===== src/rtl/ps2_pkg.sv =====
// Shared types and constants for the PS/2 scan-code receiver.
package ps2_pkg;

  typedef enum logic [1:0] {
    IDLE,
    DATA,
    PARITY,
    STOP
  } ps2_state_e;

  localparam logic [7:0] PS2_EXT = 8'hE0;
  localparam logic [7:0] PS2_REL = 8'hF0;

  function automatic logic odd_ones(input logic [8:0] v);
    return ^v;
  endfunction

endpackage


===== src/rtl/ps2_scancode_rx_if.sv =====
// Decoded scan-code event bundle from the PS/2 receiver.
interface ps2_scancode_rx_if;

  logic [7:0] code;
  logic       extended;
  logic       released;
  logic       valid;
  logic       err;

  modport master (
    output code,
    output extended,
    output released,
    output valid,
    output err
  );

  modport slave (
    input code,
    input extended,
    input released,
    input valid,
    input err
  );

endinterface


===== src/rtl/ps2_filter.sv =====
// Synchronizer, glitch filter and falling-edge strobe for ps2_clk.
module ps2_filter #(
  parameter int FILTER_LEN = 8
) (
  input  logic clk,
  input  logic reset_n,
  input  logic pin,
  output logic fall
);

  localparam int CW = $clog2(FILTER_LEN + 1);

  logic          s1_q;
  logic          s2_q;
  logic          filt_q;
  logic          filt_d;
  logic          fall_q;
  logic          fall_d;
  logic [CW-1:0] cnt_q;
  logic [CW-1:0] cnt_d;

  always_ff @(posedge clk or negedge reset_n) begin
    if (!reset_n) begin
      s1_q   <= 1'b1;
      s2_q   <= 1'b1;
      filt_q <= 1'b1;
      fall_q <= 1'b0;
      cnt_q  <= '0;
    end else begin
      s1_q   <= pin;
      s2_q   <= s1_q;
      filt_q <= filt_d;
      fall_q <= fall_d;
      cnt_q  <= cnt_d;
    end
  end

  // Level flips on the FILTER_LEN-th consecutive disagreeing sample.
  always_comb begin
    filt_d = filt_q;
    fall_d = 1'b0;
    cnt_d  = '0;
    if (s2_q != filt_q) begin
      if (cnt_q == CW'(FILTER_LEN - 1)) begin
        filt_d = s2_q;
        fall_d = ~s2_q;
      end else begin
        cnt_d = cnt_q + CW'(1);
      end
    end
  end

  assign fall = fall_q;

endmodule


===== src/rtl/ps2_scancode_rx.sv =====
// PS/2 device-to-host frame receiver with E0/F0 prefix folding.
module ps2_scancode_rx
  import ps2_pkg::*;
#(
  parameter int FILTER_LEN = 8,
  parameter int TIMEOUT    = 50000
) (
  input  logic clk,
  input  logic reset_n,
  input  logic ps2_clk,
  input  logic ps2_data,
  ps2_scancode_rx_if.master ev
);

  localparam int TW = $clog2(TIMEOUT + 1);

  logic          fall;
  logic          d1_q;
  logic          d2_q;
  ps2_state_e    state_q;
  ps2_state_e    state_d;
  logic [2:0]    bitcnt_q;
  logic [2:0]    bitcnt_d;
  logic [7:0]    shift_q;
  logic [7:0]    shift_d;
  logic          par_q;
  logic          par_d;
  logic [TW-1:0] to_q;
  logic [TW-1:0] to_d;
  logic          ext_pend_q;
  logic          ext_pend_d;
  logic          rel_pend_q;
  logic          rel_pend_d;
  logic [7:0]    code_q;
  logic [7:0]    code_d;
  logic          ext_q;
  logic          ext_d;
  logic          rel_q;
  logic          rel_d;
  logic          valid_q;
  logic          valid_d;
  logic          err_q;
  logic          err_d;
  logic          timeout;
  logic          stop_fall;
  logic          good;

  ps2_filter #(
    .FILTER_LEN (FILTER_LEN)
  ) u_clk_filt (
    .clk     (clk),
    .reset_n (reset_n),
    .pin     (ps2_clk),
    .fall    (fall)
  );

  // A fall in the expiry cycle keeps the frame alive.
  assign timeout = (state_q != IDLE) && !fall
                && (to_q == TW'(TIMEOUT - 1));

  assign stop_fall = (state_q == STOP) && fall;
  assign good = stop_fall && d2_q && odd_ones({shift_q, par_q});

  always_ff @(posedge clk or negedge reset_n) begin
    if (!reset_n) begin
      d1_q       <= 1'b1;
      d2_q       <= 1'b1;
      state_q    <= IDLE;
      bitcnt_q   <= '0;
      shift_q    <= '0;
      par_q      <= 1'b0;
      to_q       <= '0;
      ext_pend_q <= 1'b0;
      rel_pend_q <= 1'b0;
      code_q     <= '0;
      ext_q      <= 1'b0;
      rel_q      <= 1'b0;
      valid_q    <= 1'b0;
      err_q      <= 1'b0;
    end else begin
      d1_q       <= ps2_data;
      d2_q       <= d1_q;
      state_q    <= state_d;
      bitcnt_q   <= bitcnt_d;
      shift_q    <= shift_d;
      par_q      <= par_d;
      to_q       <= to_d;
      ext_pend_q <= ext_pend_d;
      rel_pend_q <= rel_pend_d;
      code_q     <= code_d;
      ext_q      <= ext_d;
      rel_q      <= rel_d;
      valid_q    <= valid_d;
      err_q      <= err_d;
    end
  end

  always_comb begin
    state_d  = state_q;
    bitcnt_d = bitcnt_q;
    shift_d  = shift_q;
    par_d    = par_q;
    to_d     = '0;
    if (!fall && state_q != IDLE && !timeout)
      to_d = to_q + TW'(1);
    unique case (state_q)
      IDLE: begin
        if (fall && !d2_q) begin
          state_d  = DATA;
          bitcnt_d = '0;
        end
      end
      DATA: begin
        if (fall) begin
          shift_d  = {d2_q, shift_q[7:1]};
          bitcnt_d = bitcnt_q + 3'd1;
          if (bitcnt_q == 3'd7)
            state_d = PARITY;
        end
      end
      PARITY: begin
        if (fall) begin
          par_d   = d2_q;
          state_d = STOP;
        end
      end
      STOP: begin
        if (fall)
          state_d = IDLE;
      end
    endcase
    if (timeout)
      state_d = IDLE;
  end

  always_comb begin
    code_d     = code_q;
    ext_d      = ext_q;
    rel_d      = rel_q;
    ext_pend_d = ext_pend_q;
    rel_pend_d = rel_pend_q;
    valid_d    = 1'b0;
    err_d      = (stop_fall && !good) || timeout;
    if (err_d) begin
      ext_pend_d = 1'b0;
      rel_pend_d = 1'b0;
    end else if (good) begin
      unique case (1'b1)
        (shift_q == PS2_EXT): ext_pend_d = 1'b1;
        (shift_q == PS2_REL): rel_pend_d = 1'b1;
        default: begin
          code_d     = shift_q;
          ext_d      = ext_pend_q;
          rel_d      = rel_pend_q;
          valid_d    = 1'b1;
          ext_pend_d = 1'b0;
          rel_pend_d = 1'b0;
        end
      endcase
    end
  end

  assign ev.code     = code_q;
  assign ev.extended = ext_q;
  assign ev.released = rel_q;
  assign ev.valid    = valid_q;
  assign ev.err      = err_q;

endmodule


===== src/flat_wrapper.sv =====
// flat-port wrapper written by rule: the top's interface ports become plain ports
module ps2_scancode_rx_flat import ps2_pkg::*;
#(
  parameter int FILTER_LEN = 8,
  parameter int TIMEOUT    = 50000
)
  (clk, reset_n, ps2_clk, ps2_data, ev_code, ev_extended, ev_released, ev_valid, ev_err);
  ps2_scancode_rx_if ev_i ();
  input  logic clk;
  input  logic reset_n;
  input  logic ps2_clk;
  input  logic ps2_data;
  output wire logic [$bits(ev_i.code)-1:0] ev_code;
  output wire logic [$bits(ev_i.extended)-1:0] ev_extended;
  output wire logic [$bits(ev_i.released)-1:0] ev_released;
  output wire logic [$bits(ev_i.valid)-1:0] ev_valid;
  output wire logic [$bits(ev_i.err)-1:0] ev_err;
  assign ev_code = ev_i.code;
  assign ev_extended = ev_i.extended;
  assign ev_released = ev_i.released;
  assign ev_valid = ev_i.valid;
  assign ev_err = ev_i.err;
  ps2_scancode_rx #(.FILTER_LEN(FILTER_LEN), .TIMEOUT(TIMEOUT)) u_core (.clk(clk), .reset_n(reset_n), .ps2_clk(ps2_clk), .ps2_data(ps2_data), .ev(ev_i));
endmodule

===== config.mk =====
export PLATFORM = sky130hd
export DESIGN_NAME = ps2_scancode_rx_flat
export DESIGN_NICKNAME = d
export VERILOG_FILES = /design/src/rtl/ps2_pkg.sv /design/src/rtl/ps2_scancode_rx_if.sv /design/src/rtl/ps2_filter.sv /design/src/rtl/ps2_scancode_rx.sv /design/src/flat_wrapper.sv
export SDC_FILE = /design/constraint.sdc
export NUM_CORES = 1
export LEC_CHECK = 0
export CAP_MARGIN = 15
export CORE_ASPECT_RATIO = 1.4
export CORE_MARGIN = 4
export CORE_UTILIZATION = 52
export DETAILED_ROUTE_END_ITERATION = 8
export GPL_TIMING_DRIVEN = 1
export PLACE_DENSITY = 0.74
export REMOVE_ABC_BUFFERS = 1
export SLEW_MARGIN = 20
export SYNTH_ARGS = -nofsm -noshare
export SYNTH_HDL_FRONTEND = slang
export SYNTH_HIERARCHICAL = 1
export SYNTH_SLANG_ARGS = --single-unit

===== constraint.sdc =====
create_clock -name clk -period 2 [get_ports clk]
set_input_delay 0.4 -clock clk [delete_from_list [all_inputs] [get_ports clk]]
set_output_delay 0.4 -clock clk [all_outputs]
set_load 0.02 [all_outputs]

# After elaboration in Yosys (flattened, before gate mapping)
# Index checks and enable logic that the tools add are counted.
[totals] wordCells=94 output_inout_bits=12 input_bits=4 ff_bits=54
[classes] n_reduce_logical=27 bitwise_logic=3 addsub=3 n_eq_ne=18 mux=24
[op_table] op="adder 16 x 1 -> 16 bit, second input constant" n=1
[op_table] op="== test 16 bit, second input constant" n=1
[op_table] op="== test 8 bit, second input constant" n=2
[op_table] op="2-to-1 mux 16 bit" n=1
[op_table] op="2-to-1 mux 2 bit" n=6
[op_table] op="AND reduction 2 bit" n=5
[op_table] op="2-to-1 mux 1 bit" n=9
[op_table] op="!= test 3 x 2 -> 1 bit, second input constant" n=3
[op_table] op="XOR reduction 9 bit" n=1
[op_table] op="logical AND 1 bit" n=8
[op_table] op="2-to-1 mux 4 bit" n=2
[op_table] op="case mux 2 bit (4 select lines)" n=1
[op_table] op="2-to-1 mux 3 bit" n=2
[op_table] op="!= test 2 x 1 -> 1 bit, second input constant" n=3
[op_table] op="!= test 3 x 1 -> 1 bit, second input constant" n=2
[op_table] op="case mux 3 bit (2 select lines)" n=1
[op_table] op="AND reduction 3 bit" n=2
[op_table] op="nonzero test 2 bit" n=3
[op_table] op="AND reduction 5 bit" n=1
[op_table] op="adder 4 x 1 -> 4 bit, second input constant" n=1
[op_table] op="== test 2 bit, second input constant" n=2
[op_table] op="== test 4 x 3 -> 1 bit, second input constant" n=1
[op_table] op="zero test 1 bit" n=4
[op_table] op="case mux 1 bit (2 select lines)" n=2
[op_table] op="other kinds (9)" n=11

# Logic depth before layout (Yosys ltp)
# Gate-level depths: netlist of run 1.
[depth] word_depth=9 depth_mapped=7 mapped_depth_nobuf=7

# Hierarchy
# The synthesis of run 1 kept the hierarchy.
[by_module_without_submodules] module="ps2_scancode_rx" cells_each=179 area_per_inst_um2=2102.0 n_inst=1 seq_area_each_um2=1153.6
[by_module_without_submodules] module="ps2_filter" cells_each=22 area_per_inst_um2=319.1 n_inst=1 seq_area_each_um2=203.9

# Worst setup path after synthesis of run 1
# OpenSTA, ideal clock, no wires.
[synth_path] path_kind="flip-flop to flip-flop" startpoint="register u_core.shift_q[2]" endpoint="register u_core.code_q[0] (netlist: u_core/ev.code[0])" path_buffers=1 t_arrival_ps=1935 period_less_slack_ps=2060 setup_slack_ps=-60 required_time_ps=1875 path_stages_with_launch=7 cell_sequence="dfrtp_1 > xnor2_1 > xnor3_1 > xnor2_1 > nor4b_4 > buf_6 > mux2_2"
[synth_via] elab_chain_len=7 elab_cells_between_ends=11 classes_between="2 x eq/ne; 2 x bitwise; 7 x reduce/logical"
[synth_lines] item="start: declaration" line="ps2_scancode_rx.sv:24" rtl="logic [7:0] shift_q;"
[synth_lines] item="start signal: assignment" line="ps2_scancode_rx.sv:85" rtl="shift_q <= shift_d;"
[synth_lines] item="XOR reduction 9 bit" line="ps2_pkg.sv:15" rtl="return ^v;"
[synth_lines] item="logical AND 1 bit" line="ps2_scancode_rx.sv:62" rtl="assign good = stop_fall && d2_q && odd_ones({shift_q, par_q});"
[synth_lines] item="zero test 1 bit" line="ps2_scancode_rx.sv:143" rtl="err_d = (stop_fall && !good) || timeout;"
[synth_lines] item="logical AND 1 bit" line="ps2_scancode_rx.sv:143"
[synth_lines] item="logical OR 1 bit" line="ps2_scancode_rx.sv:143"
[synth_lines] item="NOT 1 bit (no line)"
[synth_lines] item="AND reduction 3 bit (no line) (*)"
[synth_lines] item="end signal: assignment" line="ps2_scancode_rx.sv:90" rtl="code_q <= code_d;"
[synth_lines] item="end: declaration" line="ps2_scancode_rx.sv:34" rtl="logic [7:0] code_q;"
# Mark *: on every way between the ends. The rest lies on a longest branch, timed or not.
# A chain may end at the register's enable or synchronous reset.

# Final worst setup path of run 1
# Same ends and word-level chain as after synthesis.

==> impl_metrics.tcl, run 1 <==
set metrics [dict create \
    floorplan.initialDensity 0.534 \
    synth.lib_cells_used.distinct 37 \
    critical_path_class "flop to flop" \
    design.portCount 16 \
    start_kind "flop" \
    cts-hold-fix-buffers 0 \
    die_x_um 65.7 \
    route.detailed.vias_per_inst 5.35 \
    drt-pass1-iter-count 4 \
    drt_iter0_drc 70 \
    placement_rows 29 \
    synthAdderAreaFrac 0.0413 \
    post_drt_wl_per_cell_um 14.1 \
    timing.max_slew.rel_slack 0.658 \
    final_hold_violating_endpoints 0 \
    dpl_worst_slack_ps -139 \
    cp_slowest_cell "sky130_fd_sc_hd__xnor3_1" \
    critical_path_arrival_ps 2290 \
    synth_area_per_cell_um2 12.0 \
    tightestPinTransition_ps 513 \
    commonest_register_cell_after_synthesis "sky130_fd_sc_hd__dfrtp_1" \
    maxCapViolCount 0 \
    vias 1583 \
    total_track_usage 0.161 \
    fmax_mhz 478 \
    combinational_family_with_the_most_area_after_synthesis "simple AND/OR/NAND/NOR gates" \
    synth.yosys.warnings 6 \
    synth_sequential_area_ratio 0.561 \
    setup-violations-final 10 \
    die_area_um2 5830 \
    gr-total-overflow 0 \
    totalWireLength_mm 4.17 \
    ant_nets 0 \
    delay_of_the_slowest_cell_on_the_worst_path_ps 450 \
    final.period_utilization 1.05 \
    final-max-slew-violation-count 0 \
    static-leakage-power_nw 1.38 \
    final.setup_skew_ps 10.4 \
    pnr_total_power_mw 2.41 \
    peakVddDrop_uv 700 \
    synthMuxAreaShare 0.0941 \
    route.detailed.drc 0 \
    timing.critical_path.required_ps 2200 \
    finalSetupTns_ps -674 \
    critical_path_buf_inv_count 1 \
    grt_pass1_vias 1631 \
    antenna_cells_inserted 0 \
    filler_cell_count_in_the_final_layout 368 \
    grt_max_degree 34 \
    detailed_placer_s_ending_hpwl_mm 2.89 \
    synth_async_sr_flop_share 1.00 \
    clock_insertion_delay_worst_skew_ps 300 \
    clockBufferDepth 2 \
    place.port_buffers 15 \
    startpoint "u_core/shift_q[2]" \
    die-height_um 88.7 \
    path_cells "xnor2_1, xnor3_1, xnor2_2, nor4b_4, buf_6, mux2_2" \
    layout_min_cycle_time_ps 2090 \
    grt_pass1_wl_mm 7.24 \
    synth-compound-area-share 0.0574 \
    clock_edge_transition_at_the_registers_on_the_reported_setup_and_hold_paths_ps 90 \
    post_synth_instance_area_um2 2420 \
    tritoncts_clock_tree "done" \
    hold_path.class "primary input to asynchronous set/reset pin" \
    placeableCoreArea_um2 4540 \
    synth_cells 201 \
    finalWeightedCongestion 0.762 \
    worstSetupEndpointType "flop" \
    post-place-cells 287 \
    post_synthesis_share_of_cell_area_spent_on_and_or_nand_and_nor_gates 0.155 \
    non_filler_instances 296 \
    cts-htree-levels 2 \
    timing.critical_path.fanout_max 6 \
    run_status "finished, violations left" \
    clock-sinks 54 \
    setup_slack_ps -93.1 \
    syn_to_final_growth_pct 19.4 \
    rsz0062_at_grt "yes" \
    tritoncts.num_buffers 5 \
    r2r-start "u_core/shift_q[2]" \
    initial_antenna_violation_count 0 \
    clock_tree.root_cell "sky130_fd_sc_hd__clkbuf_8" \
    final_core_utilization 0.637 \
    synth_edf_count 0 \
    cpLargestDelayFamily "XOR/XNOR gates" \
    synthXorXnorAreaFrac 0.0744 \
    failed_checks "setup timing" \
    synth.ff_latch_count 54 \
    power_per_cell_area_nw_per_um2 833 \
    post_route_cells_drive_above_1_share 0.209 \
    num-nets-final 245 \
]
==> state kept, by name, summed over array words and instances (netlist names) <==
register / count
u_core/u_clk_filt/s2_q: 1
u_core/u_clk_filt/fall: 1
u_core/to_q: 16
u_core/d1_q: 1
u_core/ev.released: 1
u_core/d2_q: 1
u_core/ev.extended: 1
u_core/state_q: 2
u_core/bitcnt_q: 3
u_core/ev.code: 8
u_core/par_q: 1
u_core/rel_pend_q: 1
u_core/u_clk_filt/cnt_q: 4
u_core/ev.err: 1
u_core/ext_pend_q: 1
u_core/shift_q: 8
u_core/u_clk_filt/s1_q: 1
u_core/u_clk_filt/filt_q: 1
u_core/ev.valid: 1
==> worst register-to-register path: cells and delay by family (launching register included) <==
family | cells | cell delay, ps
and+or+nand+nor | 1 | 290
xor gates and xnor gates | 3 | 780
buffers and inverters | 1 | 190
muxes | 1 | 330
DFF | 1 | 400
==> per-stage QoR <==
step           hold slack, ps  area, um2
2_1_floorplan             104       2400
3_3_place_gp              346       2730
3_5_place_dp              348       2730
4_1_cts                  59.7       2880
5_1_grt                  80.3       2890
6_report                 58.2       2890
==> area by class of cell <==
| class | instances | area [um2] | share of cell area |
|---|---|---|---|
| Tap cell | 62 | 77.6 | 0.0268 |
| Sequential cell | 54 | 1360 | 0.470 |
| Clock inverter | 2 | 37.5 | 0.0130 |
| Inverter | 6 | 22.5 | 0.00779 |
| Timing Repair Buffer | 28 | 263 | 0.0909 |
| Multi-Input combinational cell | 138 | 1060 | 0.367 |
| Clock buffer | 6 | 72.6 | 0.0251 |
==> timing repair <==
item / 4_1_cts / 5_1_grt
hold endpoints to repair: 0 / 0
pin swaps: 3 / 1
gates cloned: 0 / 0
buffers inserted: 0 / 1
endpoints found under the setup margin: 10 / 10
resized for setup: 10 / 1
==> where the power goes <==
| part | internal (mW) | total, mW | switching (mW) |
|---|---|---|---|
| logic | 0.171 | 0.435 | 0.263 |
| clock network | 0.374 | 0.711 | 0.337 |
| registers | 1.19 | 1.26 | 0.0730 |
==> layout by cell type, fill, tap and decap left out, types with 2 or more instances in the layout <==
cell,instances
sky130_fd_sc_hd__nand2_1,12
sky130_fd_sc_hd__clkbuf_8,5
sky130_fd_sc_hd__nor3_1,4
sky130_fd_sc_hd__a31oi_1,2
sky130_fd_sc_hd__xnor2_1,12
sky130_fd_sc_hd__clkdlybuf4s50_1,14
sky130_fd_sc_hd__nand4_1,5
sky130_fd_sc_hd__mux2_2,10
sky130_fd_sc_hd__nand3_1,5
sky130_fd_sc_hd__o21ai_0,10
sky130_fd_sc_hd__dfstp_2,5
sky130_fd_sc_hd__buf_6,2
sky130_fd_sc_hd__or3_1,5
sky130_fd_sc_hd__nor4bb_1,2
sky130_fd_sc_hd__and3_1,3
sky130_fd_sc_hd__dfrtp_1,49
sky130_fd_sc_hd__mux2_4,9
sky130_fd_sc_hd__inv_1,6
sky130_fd_sc_hd__a21oi_1,7
sky130_fd_sc_hd__nor2_1,20
sky130_fd_sc_hd__a22o_1,2
sky130_fd_sc_hd__buf_4,10
sky130_fd_sc_hd__nand2b_1,2
sky130_fd_sc_hd__ha_1,8
sky130_fd_sc_hd__xor2_1,5
==> synthesized netlist by cell type (3+ instances only) <==
cell	number	area, um2
sky130_fd_sc_hd__dfrtp_1	49	1230
sky130_fd_sc_hd__nor2_1	20	75.1
sky130_fd_sc_hd__mux2_2	18	203
sky130_fd_sc_hd__xnor2_1	13	114
sky130_fd_sc_hd__nand2_1	12	45.0
sky130_fd_sc_hd__o21ai_0	10	50.1
sky130_fd_sc_hd__ha_1	8	100
sky130_fd_sc_hd__a21oi_1	7	35.0
sky130_fd_sc_hd__inv_1	6	22.5
sky130_fd_sc_hd__dfstp_2	5	131
sky130_fd_sc_hd__nand3_1	5	25.0
sky130_fd_sc_hd__nand4_1	5	31.3
sky130_fd_sc_hd__or3_1	5	31.3
sky130_fd_sc_hd__xor2_1	5	43.8
sky130_fd_sc_hd__nor3_1	4	20.0
sky130_fd_sc_hd__and3_1	3	18.8
==> kinds of logic after synthesis <==
family                   after synthesis
adder cells (fa/ha/maj)                8
buffers and inverters                  9
AO/OA/AOI/OAI                         24
XOR/XNOR                              19
flip-flops                            54
multiplexers                          20
AND/OR/NAND/NOR                       67
==> path summary, 6_finish.rpt <==
path	cells after the start	endpoint	slack, ps
worst max-delay path	6	u_core/ev.code[0]	-90
worst min-delay path	1	u_core/state_q[0]	60
worst max register to register	6	u_core/ev.code[0]	-90
worst min register to register	0	u_core/u_clk_filt/s2_q	360
max in group asynchronous	2	u_core/u_clk_filt/s1_q	1320
min in group clk	0	u_core/u_clk_filt/s2_q	360
==> per-layer routing <==
metal / part of all wire / up-vias / global-route usage
met3: 0.026 / 11 / 0.0254
li1: - / 764 / -
met2: 0.52 / 26 / 0.288
met5: 0 / - / 0
met4: 0.029 / 0 / 0.0811
met1: 0.42 / 782 / 0.185
No activity file was read; power rests on OpenSTA's default activity.
==> inputs of run 2 (changes only) <==
Settings changed: RECOVER_POWER set to 25, TNS_END_PERCENT set to 20.
==> run 2 against run 1 <==
Net effect:
- the flow still finishes with violations (setup timing)
- combinational power down 1%
- non-clock buffer count unchanged
- routed wire length about the same
- critical path depth unchanged
==> impl_metrics.tcl, run 2 (synthesis gave the netlist of run 1 again) <==
set metrics [dict create \
    finalWeightedCongestion 0.762 \
    peakVddDrop_uv 700 \
    route.detailed.drc 0 \
    largest_register "u_core/to_q" \
    die_x_um 65.7 \
    grt_use_met1 0.185 \
    timing.critical_path.required_ps 2200 \
    post_route_cells_drive_above_1_share 0.205 \
    start_kind "flop" \
    route.detailed.vias_per_inst 5.35 \
    placement_rows 29 \
    setup-violations-final 10 \
    maxCapViolCount 0 \
    clock_insertion_delay_worst_skew_ps 300 \
    critical_path_buf_inv_count 1 \
    hold_path.class "primary input to asynchronous set/reset pin" \
    cpLargestDelayFamily "XOR/XNOR gates" \
    finalSetupTns_ps -682 \
    totalWireLength_mm 4.17 \
    design.portCount 16 \
    flip_flop_count_of_the_largest_register_after_layout 16 \
    tightestPinTransition_ps 1140 \
    pnr_total_power_mw 2.40 \
    cts-hold-fix-buffers 0 \
    path_cells "xnor2_1, xnor3_1, xnor2_2, nor4b_4, buf_6, mux2_2" \
    clock_edge_transition_at_the_registers_on_the_reported_setup_and_hold_paths_ps 90 \
    placeableCoreArea_um2 4540 \
    die-height_um 88.7 \
    critical_path_arrival_ps 2290 \
    ff_latch_area_um2 1360 \
    layout.cells.most_common "sky130_fd_sc_hd__dfrtp_1" \
    grt_max_degree 34 \
    gr-total-overflow 0 \
    filler_cell_count_in_the_final_layout 371 \
    final-max-slew-violation-count 0 \
    num-nets-final 245 \
    grt_pass1_vias 1631 \
    clockBufferDepth 2 \
    critical_path_class "flop to flop" \
    clock_tree.root_cell "sky130_fd_sc_hd__clkbuf_8" \
    place.port_buffers 15 \
    grtUsageMet2 0.288 \
    post_drt_wl_per_cell_um 14.1 \
    syn_to_final_growth_pct 18.7 \
    antenna_cells_inserted 0 \
    fmax_mhz 478 \
    grt.met3_usage 0.0254 \
    layout_min_cycle_time_ps 2090 \
    setup_slack_ps -93.8 \
    run_status "finished, violations left" \
    final_cell_mix "sky130_fd_sc_hd__dfrtp_1 (49), sky130_fd_sc_hd__nor2_1 (20), sky130_fd_sc_hd__clkdlybuf4s50_1 (12), sky130_fd_sc_hd__nand2_1 (12), sky130_fd_sc_hd__xnor2_1 (12)" \
    delay_of_the_slowest_cell_on_the_worst_path_ps 450 \
    failed_checks "setup timing" \
    timing.critical_path.fanout_max 6 \
    final.setup_skew_ps 10.5 \
    worstSetupEndpointType "flop" \
    timing.max_slew.rel_slack 0.239 \
    ant_nets 0 \
    drt-pass1-iter-count 4 \
    rsz0062_at_grt "yes" \
    static-leakage-power_nw 1.37 \
    detailed_placer_s_ending_hpwl_mm 2.89 \
    clock-sinks 54 \
    globalRoute.busiestLayer "met2" \
    cp_slowest_cell "sky130_fd_sc_hd__xnor3_1" \
    multi_input_comb_area_um2 1060 \
    vias 1583 \
    final.period_utilization 1.05 \
    drt_iter0_drc 70 \
    tritoncts_clock_tree "done" \
    final_hold_violating_endpoints 0 \
    tritoncts.num_buffers 5 \
    die_area_um2 5830 \
    grt_pass1_wl_mm 7.24 \
    floorplan.initialDensity 0.534 \
    initial_antenna_violation_count 0 \
    cts-htree-levels 2 \
    power_per_cell_area_nw_per_um2 835 \
    total_track_usage 0.161 \
]
## run 2: worst register-to-register path, stage by stage, from the launching register on
cell and delay [ps]:
sky130_fd_sc_hd__dfrtp_1 400, sky130_fd_sc_hd__xnor2_1 160, sky130_fd_sc_hd__xnor3_1 450, sky130_fd_sc_hd__xnor2_2 170, sky130_fd_sc_hd__nor4b_4 290, sky130_fd_sc_hd__buf_6 190, sky130_fd_sc_hd__mux2_2 330
## run 2: power by group
part           internal, mW  switching [mW]  total, mW
Sequential             1.19          0.0730       1.26
Clock                 0.374           0.337      0.710
Combinational         0.167           0.263      0.430
## run 2: final cells by class
class,count,share of cell area
clock buffers,6,0.0253
clock inverters,2,0.0131
inverters,6,0.00784
multi-input cells,138,0.369
flip-flops and latches,54,0.472
well taps,62,0.0270
repair buffers,28,0.0858
## run 2: per-stage QoR
stage	hold slack (ps)	instance area (um2)	cells	setup WS (ps)	utilization
global placement	346	2730	287	-48.6	0.601
global route	364	2870	296	-170	0.634
detailed placement	348	2730	287	-139	0.601
CTS	59.7	2880	295	-134	0.635
finish	295	2870	296	-93.8	0.634
floorplan	104	2400	198	-199	-
## run 2: worst paths after layout
path | endpoint | startpoint | cells after the start | slack (ps)
setup reg to reg | u_core/ev.code[0] | u_core/shift_q[2] | 6 | -90
hold reg to reg | u_core/u_clk_filt/s2_q | u_core/u_clk_filt/s1_q | 0 | 360
setup / recovery | u_core/ev.code[0] | u_core/shift_q[2] | 6 | -90
hold / removal | u_core/state_q[0] | reset_n | 1 | 300
max in group asynchronous | u_core/u_clk_filt/cnt_q[0] | reset_n | 2 | 330
min in group clk | u_core/u_clk_filt/s2_q | u_core/u_clk_filt/s1_q | 0 | 360
## run 2: metal layers
metal / vias to the layer above / part of all wire / wire (um)
li1: 764 / - / -
met1: 782 / 0.43 / 1770
met2: 26 / 0.52 / 2160
met3: 11 / 0.026 / 109
met4: 0 / 0.029 / 121
met5: - / 0 / 0
## run 2: what timing repair did
action                     4_1_cts  5_1_grt
setup endpoints to repair       10       10
resized for setup               10        1
setup buffers                    0        1
cloned                           0        0
pin swaps                        3        1
==> inputs of run 3 (changes only) <==
Settings changed: ABC_CLOCK_PERIOD_IN_PS set to 2000.
==> results of run 3 <==
No change in the layout: final DEF, timing and power equal those of run 2.
